## config.mk

```make
export PLATFORM = sky130hd
export DESIGN_NAME = ex_mem_stage_pipe_flat
export DESIGN_NICKNAME = d
export VERILOG_FILES = /design/src/rtl/ex_mem_stage_pipe_if.sv /design/src/rtl/ex_mem_stage_pipe.sv /design/src/flat_wrapper.sv
export SDC_FILE = /design/constraint.sdc
export NUM_CORES = 1
export LEC_CHECK = 0
export CAP_MARGIN = 20
export CORE_UTILIZATION = 62
export DETAILED_ROUTE_END_ITERATION = 7
export HOLD_SLACK_MARGIN = 0.02
export PLACE_DENSITY = 0.88
export SYNTH_ARGS = -nofsm -noshare
export SYNTH_HDL_FRONTEND = slang
export SYNTH_SLANG_ARGS = --single-unit
```

## constraint.sdc

```tcl
create_clock -name clk -period 11.2 [get_ports clk]
set_input_delay 1.68 -clock clk [delete_from_list [all_inputs] [get_ports clk]]
set_output_delay 1.68 -clock clk [all_outputs]
set_load 0.05 [all_outputs]
```

## src/rtl/ex_mem_stage_pipe_if.sv

```systemverilog
// EX/MEM stage bus: ID/EX operands and controls, write-back forwarding source,
// and the registered EX/MEM outputs.
//   master : drives the ID/EX side, stall/flush and write-back inputs; observes outputs
//   slave  : the execute stage itself
interface ex_mem_stage_pipe_if #(
    parameter int unsigned WIDTH = 32,
    parameter int unsigned RA    = 5
);
    // ID/EX side
    logic             in_valid;
    logic             stall_in;
    logic             flush;
    logic [WIDTH-1:0] data1;
    logic [WIDTH-1:0] data2;
    logic [WIDTH-1:0] imm;
    logic [RA-1:0]    rs;
    logic [RA-1:0]    rt;
    logic [RA-1:0]    rd;
    logic             reg_write;
    logic             alu_src;
    logic             reg_dst;
    logic             mem_write;
    logic             mem_read;
    logic             mem_to_reg;
    logic [2:0]       alu_op;
    // MEM/WB forwarding source
    logic             wb_reg_write;
    logic [RA-1:0]    wb_rd;
    logic [WIDTH-1:0] wb_data;
    // EX/MEM register outputs
    logic [WIDTH-1:0] alu_q;
    logic [WIDTH-1:0] wdata_q;
    logic [RA-1:0]    dst_q;
    logic             zero_q;
    logic             valid_q;
    logic             reg_write_q;
    logic             mem_write_q;
    logic             mem_read_q;
    logic             mem_to_reg_q;
    logic             busy;

    modport master (
        output in_valid, stall_in, flush, data1, data2, imm, rs, rt, rd,
               reg_write, alu_src, reg_dst, mem_write, mem_read, mem_to_reg, alu_op,
               wb_reg_write, wb_rd, wb_data,
        input  alu_q, wdata_q, dst_q, zero_q, valid_q, reg_write_q, mem_write_q,
               mem_read_q, mem_to_reg_q, busy
    );

    modport slave (
        input  in_valid, stall_in, flush, data1, data2, imm, rs, rt, rd,
               reg_write, alu_src, reg_dst, mem_write, mem_read, mem_to_reg, alu_op,
               wb_reg_write, wb_rd, wb_data,
        output alu_q, wdata_q, dst_q, zero_q, valid_q, reg_write_q, mem_write_q,
               mem_read_q, mem_to_reg_q, busy
    );
endinterface

```

## src/rtl/ex_mem_stage_pipe.sv

```systemverilog
// Execute stage plus EX/MEM pipeline register for the MIPS pipeline.
// Two-level operand forwarding (EX/MEM over MEM/WB), single-cycle ALU ops and an
// iterative shift-add multiplier that holds busy high while it runs.
//   clk : rising-edge clock
//   rst : asynchronous active-low reset
//   bus : slave side of ex_mem_stage_pipe_if (ID/EX inputs, WB forwarding, EX/MEM outputs)
module ex_mem_stage_pipe #(
    parameter int unsigned WIDTH = 32,
    parameter int unsigned RA    = 5
) (
    input logic                 clk,
    input logic                 rst,
    ex_mem_stage_pipe_if.slave  bus
);

    localparam int unsigned CW = $clog2(WIDTH + 1);

    localparam logic [0:0] StIdle = 1'b0;
    localparam logic [0:0] StMul  = 1'b1;

    localparam logic [2:0] OpAnd = 3'b000;
    localparam logic [2:0] OpOr  = 3'b001;
    localparam logic [2:0] OpAdd = 3'b010;
    localparam logic [2:0] OpMul = 3'b011;
    localparam logic [2:0] OpSub = 3'b110;
    localparam logic [2:0] OpSlt = 3'b111;

    logic [0:0]       state_q, state_d;
    logic [CW-1:0]    cnt_q, cnt_d;
    logic [WIDTH-1:0] acc_q, acc_d;
    logic [WIDTH-1:0] mcand_q, mcand_d;
    logic [WIDTH-1:0] mplier_q, mplier_d;
    logic [WIDTH-1:0] mwdata_q, mwdata_d;
    logic [RA-1:0]    mdst_q, mdst_d;
    logic [3:0]       mctrl_q, mctrl_d;   // {reg_write, mem_write, mem_read, mem_to_reg}

    logic [WIDTH-1:0] alu_d, wdata_d;
    logic [RA-1:0]    dst_d;
    logic             zero_d, valid_d;
    logic [3:0]       ctrl_d;

    logic             ex_fwd_ok, ex_hit_a, ex_hit_b, wb_hit_a, wb_hit_b;
    logic [WIDTH-1:0] op_a, op_b, alu_b, alu_res, acc_step;
    logic [RA-1:0]    dst_sel;
    logic [3:0]       ctrl_in;

    // A load's EX/MEM value is an address, not the loaded data, so it never forwards.
    assign ex_fwd_ok = bus.valid_q & bus.reg_write_q & ~bus.mem_read_q & (bus.dst_q != '0);
    assign ex_hit_a  = ex_fwd_ok & (bus.dst_q == bus.rs);
    assign ex_hit_b  = ex_fwd_ok & (bus.dst_q == bus.rt);
    assign wb_hit_a  = bus.wb_reg_write & (bus.wb_rd != '0) & (bus.wb_rd == bus.rs);
    assign wb_hit_b  = bus.wb_reg_write & (bus.wb_rd != '0) & (bus.wb_rd == bus.rt);

    assign op_a    = ex_hit_a ? bus.alu_q : (wb_hit_a ? bus.wb_data : bus.data1);
    assign op_b    = ex_hit_b ? bus.alu_q : (wb_hit_b ? bus.wb_data : bus.data2);
    assign alu_b   = bus.alu_src ? bus.imm : op_b;
    assign dst_sel = bus.reg_dst ? bus.rd : bus.rt;
    assign ctrl_in = {bus.reg_write, bus.mem_write, bus.mem_read, bus.mem_to_reg};

    assign acc_step = mplier_q[0] ? acc_q + mcand_q : acc_q;
    assign bus.busy = (state_q == StMul);

    always_comb begin
        alu_res = '0;
        case (bus.alu_op)
            OpAnd:   alu_res = op_a & alu_b;
            OpOr:    alu_res = op_a | alu_b;
            OpAdd:   alu_res = op_a + alu_b;
            OpSub:   alu_res = op_a - alu_b;
            OpSlt:   alu_res = {{(WIDTH-1){1'b0}}, ($signed(op_a) < $signed(alu_b))};
            default: alu_res = '0;
        endcase
    end

    always_comb begin
        state_d  = state_q;
        cnt_d    = cnt_q;
        acc_d    = acc_q;
        mcand_d  = mcand_q;
        mplier_d = mplier_q;
        mwdata_d = mwdata_q;
        mdst_d   = mdst_q;
        mctrl_d  = mctrl_q;
        // Hold the output register unless a bubble or result is loaded below.
        alu_d    = bus.alu_q;
        wdata_d  = bus.wdata_q;
        dst_d    = bus.dst_q;
        zero_d   = bus.zero_q;
        valid_d  = bus.valid_q;
        ctrl_d   = {bus.reg_write_q, bus.mem_write_q, bus.mem_read_q, bus.mem_to_reg_q};

        if (bus.flush) begin
            // Flush beats stall and abandons any multiply in flight.
            state_d = StIdle;
            cnt_d   = '0;
            alu_d   = '0;
            wdata_d = '0;
            dst_d   = '0;
            zero_d  = 1'b0;
            valid_d = 1'b0;
            ctrl_d  = '0;
        end else if (!bus.stall_in) begin
            alu_d   = '0;
            wdata_d = '0;
            dst_d   = '0;
            zero_d  = 1'b0;
            valid_d = 1'b0;
            ctrl_d  = '0;
            case (state_q)
                StIdle: begin
                    if (bus.in_valid) begin
                        if (bus.alu_op == OpMul) begin
                            mcand_d  = op_a;
                            mplier_d = alu_b;
                            mwdata_d = op_b;
                            mdst_d   = dst_sel;
                            mctrl_d  = ctrl_in;
                            acc_d    = '0;
                            cnt_d    = CW'(WIDTH);
                            state_d  = StMul;
                        end else begin
                            alu_d   = alu_res;
                            wdata_d = op_b;
                            dst_d   = dst_sel;
                            zero_d  = (alu_res == '0);
                            valid_d = 1'b1;
                            ctrl_d  = ctrl_in;
                        end
                    end
                end
                StMul: begin
                    acc_d    = acc_step;
                    mcand_d  = mcand_q << 1;
                    mplier_d = mplier_q >> 1;
                    cnt_d    = cnt_q - CW'(1);
                    if (cnt_q == CW'(1)) begin
                        alu_d   = acc_step;
                        wdata_d = mwdata_q;
                        dst_d   = mdst_q;
                        zero_d  = (acc_step == '0);
                        valid_d = 1'b1;
                        ctrl_d  = mctrl_q;
                        state_d = StIdle;
                    end
                end
                default: state_d = StIdle;
            endcase
        end
    end

    always_ff @(posedge clk or negedge rst) begin
        if (!rst) begin
            state_q          <= StIdle;
            cnt_q            <= '0;
            acc_q            <= '0;
            mcand_q          <= '0;
            mplier_q         <= '0;
            mwdata_q         <= '0;
            mdst_q           <= '0;
            mctrl_q          <= '0;
            bus.alu_q        <= '0;
            bus.wdata_q      <= '0;
            bus.dst_q        <= '0;
            bus.zero_q       <= 1'b0;
            bus.valid_q      <= 1'b0;
            bus.reg_write_q  <= 1'b0;
            bus.mem_write_q  <= 1'b0;
            bus.mem_read_q   <= 1'b0;
            bus.mem_to_reg_q <= 1'b0;
        end else begin
            state_q          <= state_d;
            cnt_q            <= cnt_d;
            acc_q            <= acc_d;
            mcand_q          <= mcand_d;
            mplier_q         <= mplier_d;
            mwdata_q         <= mwdata_d;
            mdst_q           <= mdst_d;
            mctrl_q          <= mctrl_d;
            bus.alu_q        <= alu_d;
            bus.wdata_q      <= wdata_d;
            bus.dst_q        <= dst_d;
            bus.zero_q       <= zero_d;
            bus.valid_q      <= valid_d;
            bus.reg_write_q  <= ctrl_d[3];
            bus.mem_write_q  <= ctrl_d[2];
            bus.mem_read_q   <= ctrl_d[1];
            bus.mem_to_reg_q <= ctrl_d[0];
        end
    end

endmodule

```

## src/flat_wrapper.sv

```systemverilog
// flat-port wrapper written by rule: the top's interface ports become plain ports
module ex_mem_stage_pipe_flat 
#(
    parameter int unsigned WIDTH = 32,
    parameter int unsigned RA    = 5
)
  (clk, rst, bus_in_valid, bus_stall_in, bus_flush, bus_data1, bus_data2, bus_imm, bus_rs, bus_rt, bus_rd, bus_reg_write, bus_alu_src, bus_reg_dst, bus_mem_write, bus_mem_read, bus_mem_to_reg, bus_alu_op, bus_wb_reg_write, bus_wb_rd, bus_wb_data, bus_alu_q, bus_wdata_q, bus_dst_q, bus_zero_q, bus_valid_q, bus_reg_write_q, bus_mem_write_q, bus_mem_read_q, bus_mem_to_reg_q, bus_busy);
  ex_mem_stage_pipe_if #(.WIDTH(WIDTH), .RA(RA)) bus_i ();
  input logic clk;
  input logic rst;
  input wire logic [$bits(bus_i.in_valid)-1:0] bus_in_valid;
  input wire logic [$bits(bus_i.stall_in)-1:0] bus_stall_in;
  input wire logic [$bits(bus_i.flush)-1:0] bus_flush;
  input wire logic [$bits(bus_i.data1)-1:0] bus_data1;
  input wire logic [$bits(bus_i.data2)-1:0] bus_data2;
  input wire logic [$bits(bus_i.imm)-1:0] bus_imm;
  input wire logic [$bits(bus_i.rs)-1:0] bus_rs;
  input wire logic [$bits(bus_i.rt)-1:0] bus_rt;
  input wire logic [$bits(bus_i.rd)-1:0] bus_rd;
  input wire logic [$bits(bus_i.reg_write)-1:0] bus_reg_write;
  input wire logic [$bits(bus_i.alu_src)-1:0] bus_alu_src;
  input wire logic [$bits(bus_i.reg_dst)-1:0] bus_reg_dst;
  input wire logic [$bits(bus_i.mem_write)-1:0] bus_mem_write;
  input wire logic [$bits(bus_i.mem_read)-1:0] bus_mem_read;
  input wire logic [$bits(bus_i.mem_to_reg)-1:0] bus_mem_to_reg;
  input wire logic [$bits(bus_i.alu_op)-1:0] bus_alu_op;
  input wire logic [$bits(bus_i.wb_reg_write)-1:0] bus_wb_reg_write;
  input wire logic [$bits(bus_i.wb_rd)-1:0] bus_wb_rd;
  input wire logic [$bits(bus_i.wb_data)-1:0] bus_wb_data;
  output wire logic [$bits(bus_i.alu_q)-1:0] bus_alu_q;
  output wire logic [$bits(bus_i.wdata_q)-1:0] bus_wdata_q;
  output wire logic [$bits(bus_i.dst_q)-1:0] bus_dst_q;
  output wire logic [$bits(bus_i.zero_q)-1:0] bus_zero_q;
  output wire logic [$bits(bus_i.valid_q)-1:0] bus_valid_q;
  output wire logic [$bits(bus_i.reg_write_q)-1:0] bus_reg_write_q;
  output wire logic [$bits(bus_i.mem_write_q)-1:0] bus_mem_write_q;
  output wire logic [$bits(bus_i.mem_read_q)-1:0] bus_mem_read_q;
  output wire logic [$bits(bus_i.mem_to_reg_q)-1:0] bus_mem_to_reg_q;
  output wire logic [$bits(bus_i.busy)-1:0] bus_busy;
  assign bus_i.in_valid = bus_in_valid;
  assign bus_i.stall_in = bus_stall_in;
  assign bus_i.flush = bus_flush;
  assign bus_i.data1 = bus_data1;
  assign bus_i.data2 = bus_data2;
  assign bus_i.imm = bus_imm;
  assign bus_i.rs = bus_rs;
  assign bus_i.rt = bus_rt;
  assign bus_i.rd = bus_rd;
  assign bus_i.reg_write = bus_reg_write;
  assign bus_i.alu_src = bus_alu_src;
  assign bus_i.reg_dst = bus_reg_dst;
  assign bus_i.mem_write = bus_mem_write;
  assign bus_i.mem_read = bus_mem_read;
  assign bus_i.mem_to_reg = bus_mem_to_reg;
  assign bus_i.alu_op = bus_alu_op;
  assign bus_i.wb_reg_write = bus_wb_reg_write;
  assign bus_i.wb_rd = bus_wb_rd;
  assign bus_i.wb_data = bus_wb_data;
  assign bus_alu_q = bus_i.alu_q;
  assign bus_wdata_q = bus_i.wdata_q;
  assign bus_dst_q = bus_i.dst_q;
  assign bus_zero_q = bus_i.zero_q;
  assign bus_valid_q = bus_i.valid_q;
  assign bus_reg_write_q = bus_i.reg_write_q;
  assign bus_mem_write_q = bus_i.mem_write_q;
  assign bus_mem_read_q = bus_i.mem_read_q;
  assign bus_mem_to_reg_q = bus_i.mem_to_reg_q;
  assign bus_busy = bus_i.busy;
  ex_mem_stage_pipe #(.WIDTH(WIDTH), .RA(RA)) u_core (.clk(clk), .rst(rst), .bus(bus_i));
endmodule
```

==> PnR_summary.wiki <==
{| class="wikitable"
! Metric !! Value
|-
| Area growth syn-to-layout || 18.1%
|-
| Mean instance size in the synthesized netlist || 8.14 µm²
|-
| Dominant register cell in the synthesized netlist || sky130_fd_sc_hd__dfrtp_1
|-
| Area leader, netlist || sky130_fd_sc_hd__dfrtp_1
|-
| Clock insertion delay at the later pin of the skew report || 0.56 ns
|-
| Leakage || 9.80 nW
|-
| Worst Setup Slack, final || 3.31 ns
|-
| Accumulated negative setup slack || 0 ns
|-
| Power Density || 130 nW/µm²
|-
| Max Cap Violations || 0
|-
| H-Tree Level Count || 1
|-
| Synthesized Nets || 2550
|-
| Sequential cell area in the final layout || 5490 µm²
|-
| Cell internal power dissipation || 1.71 mW
|-
| Relative contribution of combinational cells to total power || 35.3%
|-
| Run status || finished, final reports clean
|-
| RSZ-0062 raised after global routing || no
|-
| Worst Hold Class || reg -> reg
|-
| Crit path capture type || flip-flop
|-
| Cell count after synthesis || 2246
|-
| Final Skew || 0.0216 ns
|-
| Vias per std cell || 7.00
|-
| Maximum number of pins on one net before global-route repair || 84
|-
| Half-perimeter wire length of the detailed placement result || 55.0 mm
|-
| Transition time at the pin with the least slew margin || 1.26 ns
|-
| Post-synthesis cell area || 18300 µm²
|-
| Number of setup violations in the final report || 0
|-
| Hold Fails Final Rpt || 0
|-
| Share of final-layout standard cells stronger than drive strength 1 || 6.48%
|-
| Routability congestion estimate || 1.07
|-
| Fill cell instance count of the final layout || 2082
|-
| Post-route minimum period || 7.89 ns
|-
| Initial antenna violation count || 3
|-
| Number of buffers inserted by post-CTS setup repair || 0
|-
| Area share of the largest cell type after synthesis || 30.0%
|-
| Count of unique library cells instantiated by Yosys || 92
|-
| Peak supply drop || 0.133 mV
|-
| Cells taking the most area after synthesis || sky130_fd_sc_hd__dfrtp_1 (30%), sky130_fd_sc_hd__ha_1 (9.4%), sky130_fd_sc_hd__mux2i_1 (7.2%), sky130_fd_sc_hd__nand2_1 (5.6%), sky130_fd_sc_hd__o21ai_0 (5.5%)
|-
| Post-route insts no fill || 2794
|-
| Category of the most critical setup path || in -> reg
|-
| Critical path arrival || 8.36 ns
|-
| Die Span X || 174 µm
|-
| GRT Util Overall || 48.3%
|-
| Peak clock frequency supported by timing || 127 MHz
|-
| Relative contribution of sequential cells to total power || 35.6%
|-
| Final Max Tran Viols || 0
|-
| Final #Nets || 2693
|-
| Y dimension of the die || 174 µm
|-
| Async set-or-reset flop fraction in the synthesized netlist || 100%
|-
| Vias in the first global route || 18900
|-
| Die outline area || 30200 µm²
|-
| CTS Sinks || 219
|-
| Sequential element share of the synthesized area || 30.0%
|-
| Tightest slew margin relative to the limit || 14.8%
|-
| Post-synth EDFFs || 0
|-
| TritonCTS buffer count || 25
|-
| Iteration count of the initial detailed-routing pass || 6
|-
| Maximum fanout along the worst path || 32
|-
| Startpoint kind of the worst setup timing path || input port
|-
| TritonCTS clock tree || done
|-
| Total core area || 28900 µm²
|-
| Seq cells post-synth || 219
|-
| Power share of the clock group || 29.1%
|-
| Number of design-rule violations left by the first detailed-router iteration || 3119
|-
| Net switching power || 1.09 mW
|-
| Cell count after placement || 2746
|-
| Count of vias placed by the detailed router || 19600
|-
| Effective utilization at floorplan || 63.3%
|-
| Buffer levels on the longest clock path || 3
|-
| Share of the cycle needed by the critical path after routing || 70.4%
|-
| Aggregate global routing overflow || 0
|-
| Ys Warns || 0
|-
| Root buffer cell || sky130_fd_sc_hd__clkbuf_16
|-
| Proportion of total power due to net switching || 39.0%
|-
| Number of cells upsized or downsized after cts || 0
|-
| Detail Route Antenna Nets || 0
|-
| PortBufs || 238
|-
| Total number of placement rows || 62
|-
| Worst setup slack after placement || 2.96 ns
|-
| Post-CTS Hold Buffers || 0
|-
| Wire per inst || 26.7 µm
|-
| Data required time at the worst endpoint || 11.67 ns
|-
| Final hold slack || 0.494 ns
|-
| Wire length reported by the detailed router || 74.5 mm
|-
| DR DRC count || 0
|-
| Global-route wire length before repair || 112 mm
|-
| Clock slew seen by the registers of the worst setup and hold paths || 0.07 ns
|-
| Ports || 239
|-
| Overall power consumption || 2.81 mW
|-
| Combined area of the multi-input logic cells || 11700 µm²
|}
path summary, 6_finish.rpt:
check,start,depth (start not counted),slack (ns),to
max in group asynchronous,rst,2,8.59,u_core.bus.busy
worst max register to register,u_core.bus.dst_q[3],22,4.40,u_core.bus.zero_q
worst max-delay path,bus_wb_rd[1],21,3.31,u_core.bus.zero_q
worst min-delay path,u_core.mplier_q[19],2,0.49,u_core.mplier_q[19]
min in group asynchronous,rst,1,1.06,u_core.acc_q[23]
worst min register to register,u_core.mplier_q[19],2,0.49,u_core.mplier_q[19]
critical path, cell delays in order:
cell,delay (ns)
sky130_fd_sc_hd__clkdlybuf4s50_1,0.49
sky130_fd_sc_hd__or4_1,0.53
sky130_fd_sc_hd__o21ai_0,0.32
sky130_fd_sc_hd__nor4_2,0.09
sky130_fd_sc_hd__buf_4,0.38
sky130_fd_sc_hd__mux2i_1,0.21
sky130_fd_sc_hd__o21ai_0,0.71
sky130_fd_sc_hd__mux2i_1,0.31
sky130_fd_sc_hd__ha_1,0.49
sky130_fd_sc_hd__nor4_1,0.57
sky130_fd_sc_hd__nand2_1,0.13
sky130_fd_sc_hd__a21oi_2,0.20
sky130_fd_sc_hd__nor4b_4,0.09
sky130_fd_sc_hd__or3_2,0.49
sky130_fd_sc_hd__a31oi_1,0.25
sky130_fd_sc_hd__mux2i_1,0.27
sky130_fd_sc_hd__nand4_1,0.10
sky130_fd_sc_hd__or4_1,0.44
sky130_fd_sc_hd__nor3_2,0.18
sky130_fd_sc_hd__nand4_1,0.16
sky130_fd_sc_hd__o31ai_2,0.22
power by group through the flow:
stage | clock network [mW] | logic (mW) | registers [mW]
floorplan | 0 | 0.603 | 1.00
global placement | 0 | 0.924 | 0.997
detailed placement | 0 | 0.947 | 1.00
CTS | 0.813 | 0.956 | 0.993
global route | 0.842 | 1.05 | 1.01
finish | 0.817 | 0.990 | 1.00
synth_stat cells (17+ instances only):
master and instances:
sky130_fd_sc_hd__dfrtp_1 219, sky130_fd_sc_hd__mux2_2 39, sky130_fd_sc_hd__ha_1 138, sky130_fd_sc_hd__xor2_1 17, sky130_fd_sc_hd__mux2i_1 132, sky130_fd_sc_hd__nand4_1 21
sky130_fd_sc_hd__a211oi_1 22, sky130_fd_sc_hd__o211ai_1 21, sky130_fd_sc_hd__nand2_1 272, sky130_fd_sc_hd__nand3_1 39, sky130_fd_sc_hd__a221o_1 21, sky130_fd_sc_hd__nor2_1 181
sky130_fd_sc_hd__nor2b_1 22, sky130_fd_sc_hd__o21ai_1 18, sky130_fd_sc_hd__o21ai_0 200, sky130_fd_sc_hd__clkbuf_1 113, sky130_fd_sc_hd__a21oi_1 189, sky130_fd_sc_hd__nor4_1 18
sky130_fd_sc_hd__inv_1 136, sky130_fd_sc_hd__xnor2_1 48, sky130_fd_sc_hd__nor3_1 24, sky130_fd_sc_hd__a222oi_1 36, sky130_fd_sc_hd__a21o_1 25, sky130_fd_sc_hd__buf_2 25
area by class of cell:
class	count	share of cell area [%]
Timing Repair Buffer	265	12.0
Inverter	143	2.49
Multi-Input combinational cell	1735	54.3
Antenna cell	2	0.0232
Clock inverter	14	0.510
Tap cell	384	2.23
Clock buffer	32	3.11
Sequential cell	219	25.4
sequential cells by signal (all words and copies together), names as in the netlist:
name / count
u_core.bus.mem_read_q: 1
u_core.mctrl_q: 4
u_core.mwdata_q: 32
u_core.bus.zero_q: 1
u_core.cnt_q: 6
u_core.bus.alu_q: 32
u_core.mplier_q: 32
u_core.bus.dst_q: 5
u_core.bus.mem_write_q: 1
u_core.mdst_q: 5
u_core.bus.busy: 1
u_core.bus.valid_q: 1
u_core.bus.wdata_q: 32
u_core.acc_q: 32
u_core.bus.mem_to_reg_q: 1
u_core.mcand_q: 32
u_core.bus.reg_write_q: 1
metal layers:
metal | up-vias | GRT usage [%] | wire (µm)
met2 | 1555 | 74.1 | 31700
met4 | 4 | 26.2 | 4670
met3 | 328 | 13.8 | 10200
li1 | 8392 | - | -
met5 | - | 0 | 27
met1 | 9281 | 61.7 | 27900
stage by stage:
stage / util (%) / instance area [µm²]
3_3_place_gp: 72.1 / 20800
4_1_cts: 74.8 / 21600
6_report: 74.8 / 21600
3_5_place_dp: 72.1 / 20800
5_1_grt: 74.8 / 21600
2_1_floorplan: - / 18300
placed cells by master (no fill, tap or decap), types with 15 or more instances in the layout:
| master | count |
|---|---|
| sky130_fd_sc_hd__nand2_1 | 272 |
| sky130_fd_sc_hd__clkdlybuf4s50_1 | 236 |
| sky130_fd_sc_hd__dfrtp_1 | 217 |
| sky130_fd_sc_hd__o21ai_0 | 200 |
| sky130_fd_sc_hd__a21oi_1 | 189 |
| sky130_fd_sc_hd__nor2_1 | 179 |
| sky130_fd_sc_hd__ha_1 | 138 |
| sky130_fd_sc_hd__inv_1 | 136 |
| sky130_fd_sc_hd__mux2i_1 | 132 |
| sky130_fd_sc_hd__xnor2_1 | 48 |
| sky130_fd_sc_hd__mux2_2 | 39 |
| sky130_fd_sc_hd__nand3_1 | 38 |
| sky130_fd_sc_hd__a222oi_1 | 36 |
| sky130_fd_sc_hd__buf_4 | 27 |
| sky130_fd_sc_hd__a21o_1 | 25 |
| sky130_fd_sc_hd__clkbuf_16 | 25 |
| sky130_fd_sc_hd__nor3_1 | 24 |
| sky130_fd_sc_hd__a211oi_1 | 22 |
| sky130_fd_sc_hd__nor2b_1 | 21 |
| sky130_fd_sc_hd__a221o_1 | 21 |
| sky130_fd_sc_hd__nand4_1 | 21 |
| sky130_fd_sc_hd__o211ai_1 | 21 |
| sky130_fd_sc_hd__o21ai_1 | 18 |
| sky130_fd_sc_hd__xor2_1 | 17 |
| sky130_fd_sc_hd__o221ai_1 | 16 |
| sky130_fd_sc_hd__nor4_1 | 15 |
logic make-up after synthesis:
kind of cell               Yosys count  share of synthesized area, %
muxes                              171                          9.63
adders and majority gates          141                          9.77
DFF                                219                          30.0
and+or+nand+nor                    655                          16.3
AOI/OAI and AO/OA                  703                          25.0
xor gates and xnor gates            65                          3.11
buffers and inverters              292                          6.21
No activity file was read; power rests on OpenSTA's default activity.
